<file path="config.mk">
export PLATFORM = sky130hd
export DESIGN_NAME = opr_sequencer
export DESIGN_NICKNAME = d
export VERILOG_FILES = /design/src/rtl/opr_sequencer.sv
export SDC_FILE = /design/constraint.sdc
export NUM_CORES = 1
export LEC_CHECK = 0
export BUFFER_PORTS_ARGS = -buffer_cell sky130_fd_sc_hd__buf_2
export CAP_MARGIN = 20
export CORE_MARGIN = 10
export CORE_UTILIZATION = 48
export DETAILED_ROUTE_END_ITERATION = 16
export GPL_ROUTABILITY_DRIVEN = 0
export PLACE_DENSITY = 0.75
export SYNTH_ARGS = -nofsm -noshare
export SYNTH_HDL_FRONTEND = slang
export SYNTH_SLANG_ARGS = --single-unit
</file>
<file path="constraint.sdc">
create_clock -name clk -period 1.7 [get_ports clk]
set_clock_uncertainty 0.2 [all_clocks]
set_input_delay 0 -clock clk [delete_from_list [all_inputs] [get_ports clk]]
set_output_delay 0 -clock clk [all_outputs]
set_load 0.05 [all_outputs]
</file>
<file path="src/rtl/opr_sequencer.sv">
// opr_sequencer: fetches {opcode,operand} instructions, drives the OPR demux select/operand bus and pulses one datapath enable
// Ports: clk/rstn clock and async active-low reset; start begins at pc 0 from IDLE or HALT;
//   instr_req/pc/instr_valid/instr_data fetch handshake; OPR_sel/operand demux select and bus;
//   wtr_en/inc_en/reset_en/wta_en one-cycle strobes; dp_busy stalls the next fetch;
//   halted high in HALT; illegal sticky flag for opcode 110.
module opr_sequencer #(
  parameter int OPW = 8,
  parameter int PCW = 8
) (
  input  logic           clk,
  input  logic           rstn,
  input  logic           start,
  output logic           instr_req,
  output logic [PCW-1:0] pc,
  input  logic           instr_valid,
  input  logic [OPW+2:0] instr_data,
  output logic [2:0]     OPR_sel,
  output logic [OPW-1:0] operand,
  output logic           wtr_en,
  output logic           inc_en,
  output logic           reset_en,
  output logic           wta_en,
  input  logic           dp_busy,
  output logic           halted,
  output logic           illegal
);
  typedef enum logic [2:0] {IDLE, FETCH, DECODE, EXEC, PULSE, WAIT, HALT} state_t;
  state_t state;
  logic [2:0] op;
  logic [OPW-1:0] arg;
  // EXEC is the cycle where OPR_sel is already stable; the strobe register is loaded on
  // leaving it, so each enable is visible for the single PULSE cycle that follows.
  always_ff @(posedge clk or negedge rstn) begin
    if (!rstn) begin
      state <= IDLE;
      op <= '0;
      arg <= '0;
      instr_req <= 1'b0;
      pc <= '0;
      OPR_sel <= '0;
      operand <= '0;
      wtr_en <= 1'b0;
      inc_en <= 1'b0;
      reset_en <= 1'b0;
      wta_en <= 1'b0;
      halted <= 1'b0;
      illegal <= 1'b0;
    end else begin
      case (state)
        IDLE, HALT: if (start) begin
          pc <= '0;
          illegal <= 1'b0;
          halted <= 1'b0;
          instr_req <= 1'b1;
          state <= FETCH;
        end
        FETCH: if (instr_valid) begin
          {op, arg} <= instr_data;
          instr_req <= 1'b0;
          state <= DECODE;
        end
        DECODE: begin
          operand <= arg;
          OPR_sel <= (op >= 3'd1 && op <= 3'd4) ? op : 3'd0;
          state <= EXEC;
        end
        EXEC: begin
          reset_en <= op == 3'd1;
          wta_en <= op == 3'd2;
          wtr_en <= op == 3'd3;
          inc_en <= op == 3'd4;
          if (op == 3'd6) illegal <= 1'b1;
          if (op == 3'd7) begin
            halted <= 1'b1;
            state <= HALT;
          end else begin
            pc <= (op == 3'd5) ? PCW'(arg) : pc + 1'b1;
            state <= PULSE;
          end
        end
        PULSE: begin
          {reset_en, wta_en, wtr_en, inc_en} <= 4'b0;
          state <= WAIT;
        end
        WAIT: if (!dp_busy) begin
          OPR_sel <= 3'd0;
          instr_req <= 1'b1;
          state <= FETCH;
        end
        default: state <= IDLE;
      endcase
    end
  end
endmodule
</file>
[Word-level counts from Yosys, hierarchy flattened]
Cells that the tools add are included.
Operators by class
  reductions and logical operators: 14
  $add $sub $neg: 1
  equal/unequal tests: 19
  order comparisons: 2
  mux-type cells: 25
Operators by type and width (count)
  $mux 8: 3
  $eq 3x3->1 const B: 7
  $pmux 3 s6: 1
  $pmux 8 s2: 1
  $mux 3: 5
  $eq 3x2->1 const B: 4
  $ne 2x2->1 const B: 6
  $pmux 1 s2: 6
  $reduce_and 3->1: 4
  $add 8x1->8 const B: 1
  $eq 3x1->1 const B: 2
  $mux 1: 6
  $pmux 3 s2: 1
  $reduce_bool 2->1: 3
  $reduce_and 2->1: 2
  $reduce_and 4->1: 1
  $ge 3x1->1 const B: 1
  $le 3x3->1 const B: 1
  $logic_not 3->1: 1
  $pmux 1 s3: 1
  $reduce_bool 3->1: 1
  $mux 2: 1
  $reduce_or 2->1: 1
  $logic_and 1x1->1: 1
Word-level totals
  logic and storage cells: 74
  register bits after elaboration: 40
  output and inout bits: 26

[Longest topological paths before layout]
  word-level depth: 4
  depth in mapped cells: 7
  mapped depth without buffers: 5

[Worst setup path before layout]
Ideal clock, no wire load.
  path type: register to register
  start: reg pc[0]
  end: reg pc[6]
  setup slack: -0.129 ns
  data arrival time: 1.551 ns
  cell stages (with the launch flop): 6
  setup time: 0.078 ns
  cells stage by stage: dfrtp_1 ha_1 nand3_1 nor4_1 a21oi_1 o2bb2ai_1
On the way
  cells in the longest elaborated chain, start to end: 4
RTL lines
  start: declaration: line 14  | output logic [PCW-1:0] pc,
  start signal: assignment: line 77  | pc <= (op == 3'd5) ? PCW'(arg) : pc + 1'b1;
  $add 8x1->8: line 77
  $mux 8: line 77
  $mux 8: line 73  | if (op == 3'd7) begin
  $pmux 8 s2: line 49  | case (state)
No other way between the ends. The select of a mux whose other input is x is not followed.
A chain may end at the register's enable or synchronous reset.

[Worst setup path in the final report]
  start: reg state[0]
  end: reg OPR_sel[0]
On the way
  cells in the longest elaborated chain, start to end: 3
  elaborated cells on any way between the ends: 6
  those cells by class: 3 x eq/ne; 1 x mux; 2 x reduce/logical
RTL lines
  start: declaration: line 28  | state_t state;
  start signal: assignment: line 35  | state <= IDLE;
  start signal: assignment: line 55  | state <= FETCH;
  start signal: assignment: line 60  | state <= DECODE;
  $eq 3x3->1 / $eq 3x2->1 (equally long branches): line 49
  $ne 2x2->1 (no source line) / $reduce_bool 2->1 (equally long branches)
  $reduce_and 2->1 (no source line)
  end signal: assignment: line 64  | OPR_sel <= (op >= 3'd1 && op <= 3'd4) ? op : 3'd0;
  end: declaration: line 17  | output logic [2:0] OPR_sel,
Several ways; a longest one is shown, not always the timed one.

==> impl_metrics.toml <==
[clock_tree]
cts_tree = "done"
clk-insertion-delay-late_ps = 290
clock-root-buffer = "clkbuf_8"
htreeDepth = 2
numCtsBuffers = 5
cts.path.max_buffers = 2
clkSlewWorstSetupHoldPaths_ps = 80
numClockSinks = 40

[timing]
drv_slew = 0
fin_crit_ps = 1680
timing.final.hold_violations = 0
final.setup.tns_ps = 0
finalHoldWorstSlack_ps = 9.99
timing.fmax_mhz = 597
timing.final.crit_share_pct = 98.6
finalSetupViolations = 0
slew_headroom_pct = 80.2
rsz0062_at_grt = "true"
worstMarginPinSlew_ps = 296

[global_routing]
grt.total_usage_pct = 14.5
grt_start_max_net_pins = 23
grt_overflow_total = 0
grt_pass1_wl_um = 8330
antenna_found_initial = 0
grt_pass1_vias = 1714

[logic_synthesis]
avgSynthCellArea_sq_um = 11.6
syn-num-nets = 182
ys_warn_count = 0
synth_cells = 165
synthXorXnorAreaFrac_pct = 0.849
syn_area_sq_mm = 0.00192
ys_ff_latch = 40
synth-simple-area-share_pct = 13.3
synth_top_area_share_pct = 52.2
synthMuxAreaShare_pct = 12.3
synth_area_leaders = "dfrtp_1, mux2_2, o21ai_0, a21oi_1, nand2_1"
ys_seq_area_share_pct = 52.2
synth-adder-area-share_pct = 0.653
synth.distinct_cells = 40
synth_area_leader_cell = "dfrtp_1"
synth_top_family_by_area = "compound AO/OA/AOI/OAI gates"
synth_compound_area_share_pct = 16.2

[routing]
met2_length_um = 2630
drt_pass1_iterations = 4
ant_nets = 0
avgViaCountPerCell = 5.59
num_vias = 1620
wl_met3_um = 275
totalWireLength_um = 5100
drc = 0
wl_met1_um = 2080
wl_per_cell_um = 17.6
drt_iter0_markers = 170
dr.max_layer_used = "met4"

[pwr]
power_leakage_nw = 1.22
irDropWorstVdd_v = 0.00117
power_density_mw_per_mm2 = 2050

[placement]
dpl.cell_count = 261
dp_hpwl_um = 3700
io_buffers = 41

[setup_path]
critPathSlowestCell = "dfrtp_2"
crit_fanout = 6
cp-end-kind = "flop"
critical_path.cell_chain = "nor2b_4 -> buf_4 -> a31oi_1 -> mux2_2"
path_class = "flop to flop"
critPathBufInv = 1
max_stage_delay_ps = 460
critical_path_arrival_ps = 1650
worst_ep_required_time_ps = 1680
critPathTopFamily = "flip-flops"
cp-start-kind = "flop"

[floorplan]
dieArea_sq_mm = 0.00692
coreArea_sq_mm = 0.00377
die_x_um = 83.2
rows = 22
die_h_um = 83.2
start_util_pct = 50.8
num_io_pins = 42

[finish]
post-route-util_pct = 69.5
final_common_cell = "buf_2"
layout_common_cells = "buf_2, dfrtp_1, mux2_2"
drive_gt1_share_pct = 44.2
stdcell_count = 290
diodes = 0
nNetsFinal = 258
areaGrowthSynthToFinish_pct = 36.7

[job]
cap_violations = 0

[outcome]
outcome = "complete, no violations"

[worst_hold_path]
holdCritPathClass = "input port to async pin"
stage by stage:
step                total power, W  setup slack, ps  cell area [sq um]
floorplan                  0.00366             49.1               1920
CTS                        0.00530             1.99               2560
global placement           0.00430             19.9               2260
detailed placement         0.00443             -114               2260
global route               0.00568            -12.6               2620
finish                     0.00538             23.6               2620
logic make-up after synthesis:
| kind of cell | after synthesis |
|---|---|
| xor gates and xnor gates | 1 |
| buffers and inverters | 13 |
| AOI/OAI and AO/OA | 44 |
| and+or+nand+nor | 45 |
| muxes | 21 |
| adders and majority gates | 1 |
| DFF | 40 |
repair_timing:
item | in CTS | in global routing
buffers inserted | 0 | 5
pin swaps | 0 | 2
gates resized for setup | 8 | 7
hold endpoints to repair | 55 | 0
endpoints found under the setup margin | 24 | 26
hold buffers | 16 | 0
worst register-to-register path, cell delays in order, from the launching register on:
cell     delay, ps
dfrtp_2        460
nor2b_4        150
buf_4          140
a31oi_1        250
mux2_2         370
synthesized netlist by cell type, drive strengths merged:
cell type and count:
dfrtp 40, mux2 20, o21ai 11, a21oi 10, nand2 10, nor2 10
buf 8, o31ai 5, a22o 4, inv 4, nand2b 4, nand3 4
o2bb2ai 4, nor2b 3, nor3b 3, o22ai 3, a31oi 2, a32o 2
and3 2, and3b 2, nor3 2, nor4 2, a22oi 1, a2bb2oi 1
and2 1, clkbuf 1, ha 1, mux2i 1, nand3b 1, nand4 1
o21a 1, xor2 1
sequential cells by signal, indices dropped and copies added, names as in the netlist:
name       count
wtr_en         1
OPR_sel        3
state          3
pc             8
inc_en         1
operand        8
wta_en         1
illegal        1
op             3
instr_req      1
reset_en       1
arg            8
halted         1
report_power, final:
group	total, W	switching (W)	internal [W]
Sequential	0.00174	0.000370	0.00137
Clock	0.000768	0.000332	0.000436
Combinational	0.00287	0.00178	0.00109
Total	0.00538	0.00248	0.00290
cell type report:
| class | instances | area (sq um) |
|---|---|---|
| inverters | 4 | 15.0 |
| multi-input cells | 112 | 872 |
| clock inverters | 2 | 35.0 |
| fillers | 271 | 1150 |
| repair buffers | 78 | 558 |
| clock buffers | 6 | 72.6 |
| well taps | 48 | 60.1 |
| flip-flops and latches | 40 | 1010 |
path summary, 6_finish.rpt:
check | startpoint | end | slack (ps) | cells past startpoint
setup / recovery | state[0] | OPR_sel[0] | 20 | 4
hold / removal | rstn | pc[4] | 10 | 3
setup reg to reg | state[0] | OPR_sel[0] | 20 | 4
hold reg to reg | reset_en | reset_en | 280 | 2
max in group asynchronous | rstn | inc_en | 780 | 3
min in group clk | instr_data[6] | arg[6] | 270 | 3
layer usage:
metal,up-vias,GRT usage (%)
met4,0,7.85
met3,13,4.79
met5,-,0
met1,794,15.9
met2,60,24.2
li1,753,-
Power figures use the tool's default switching activity.
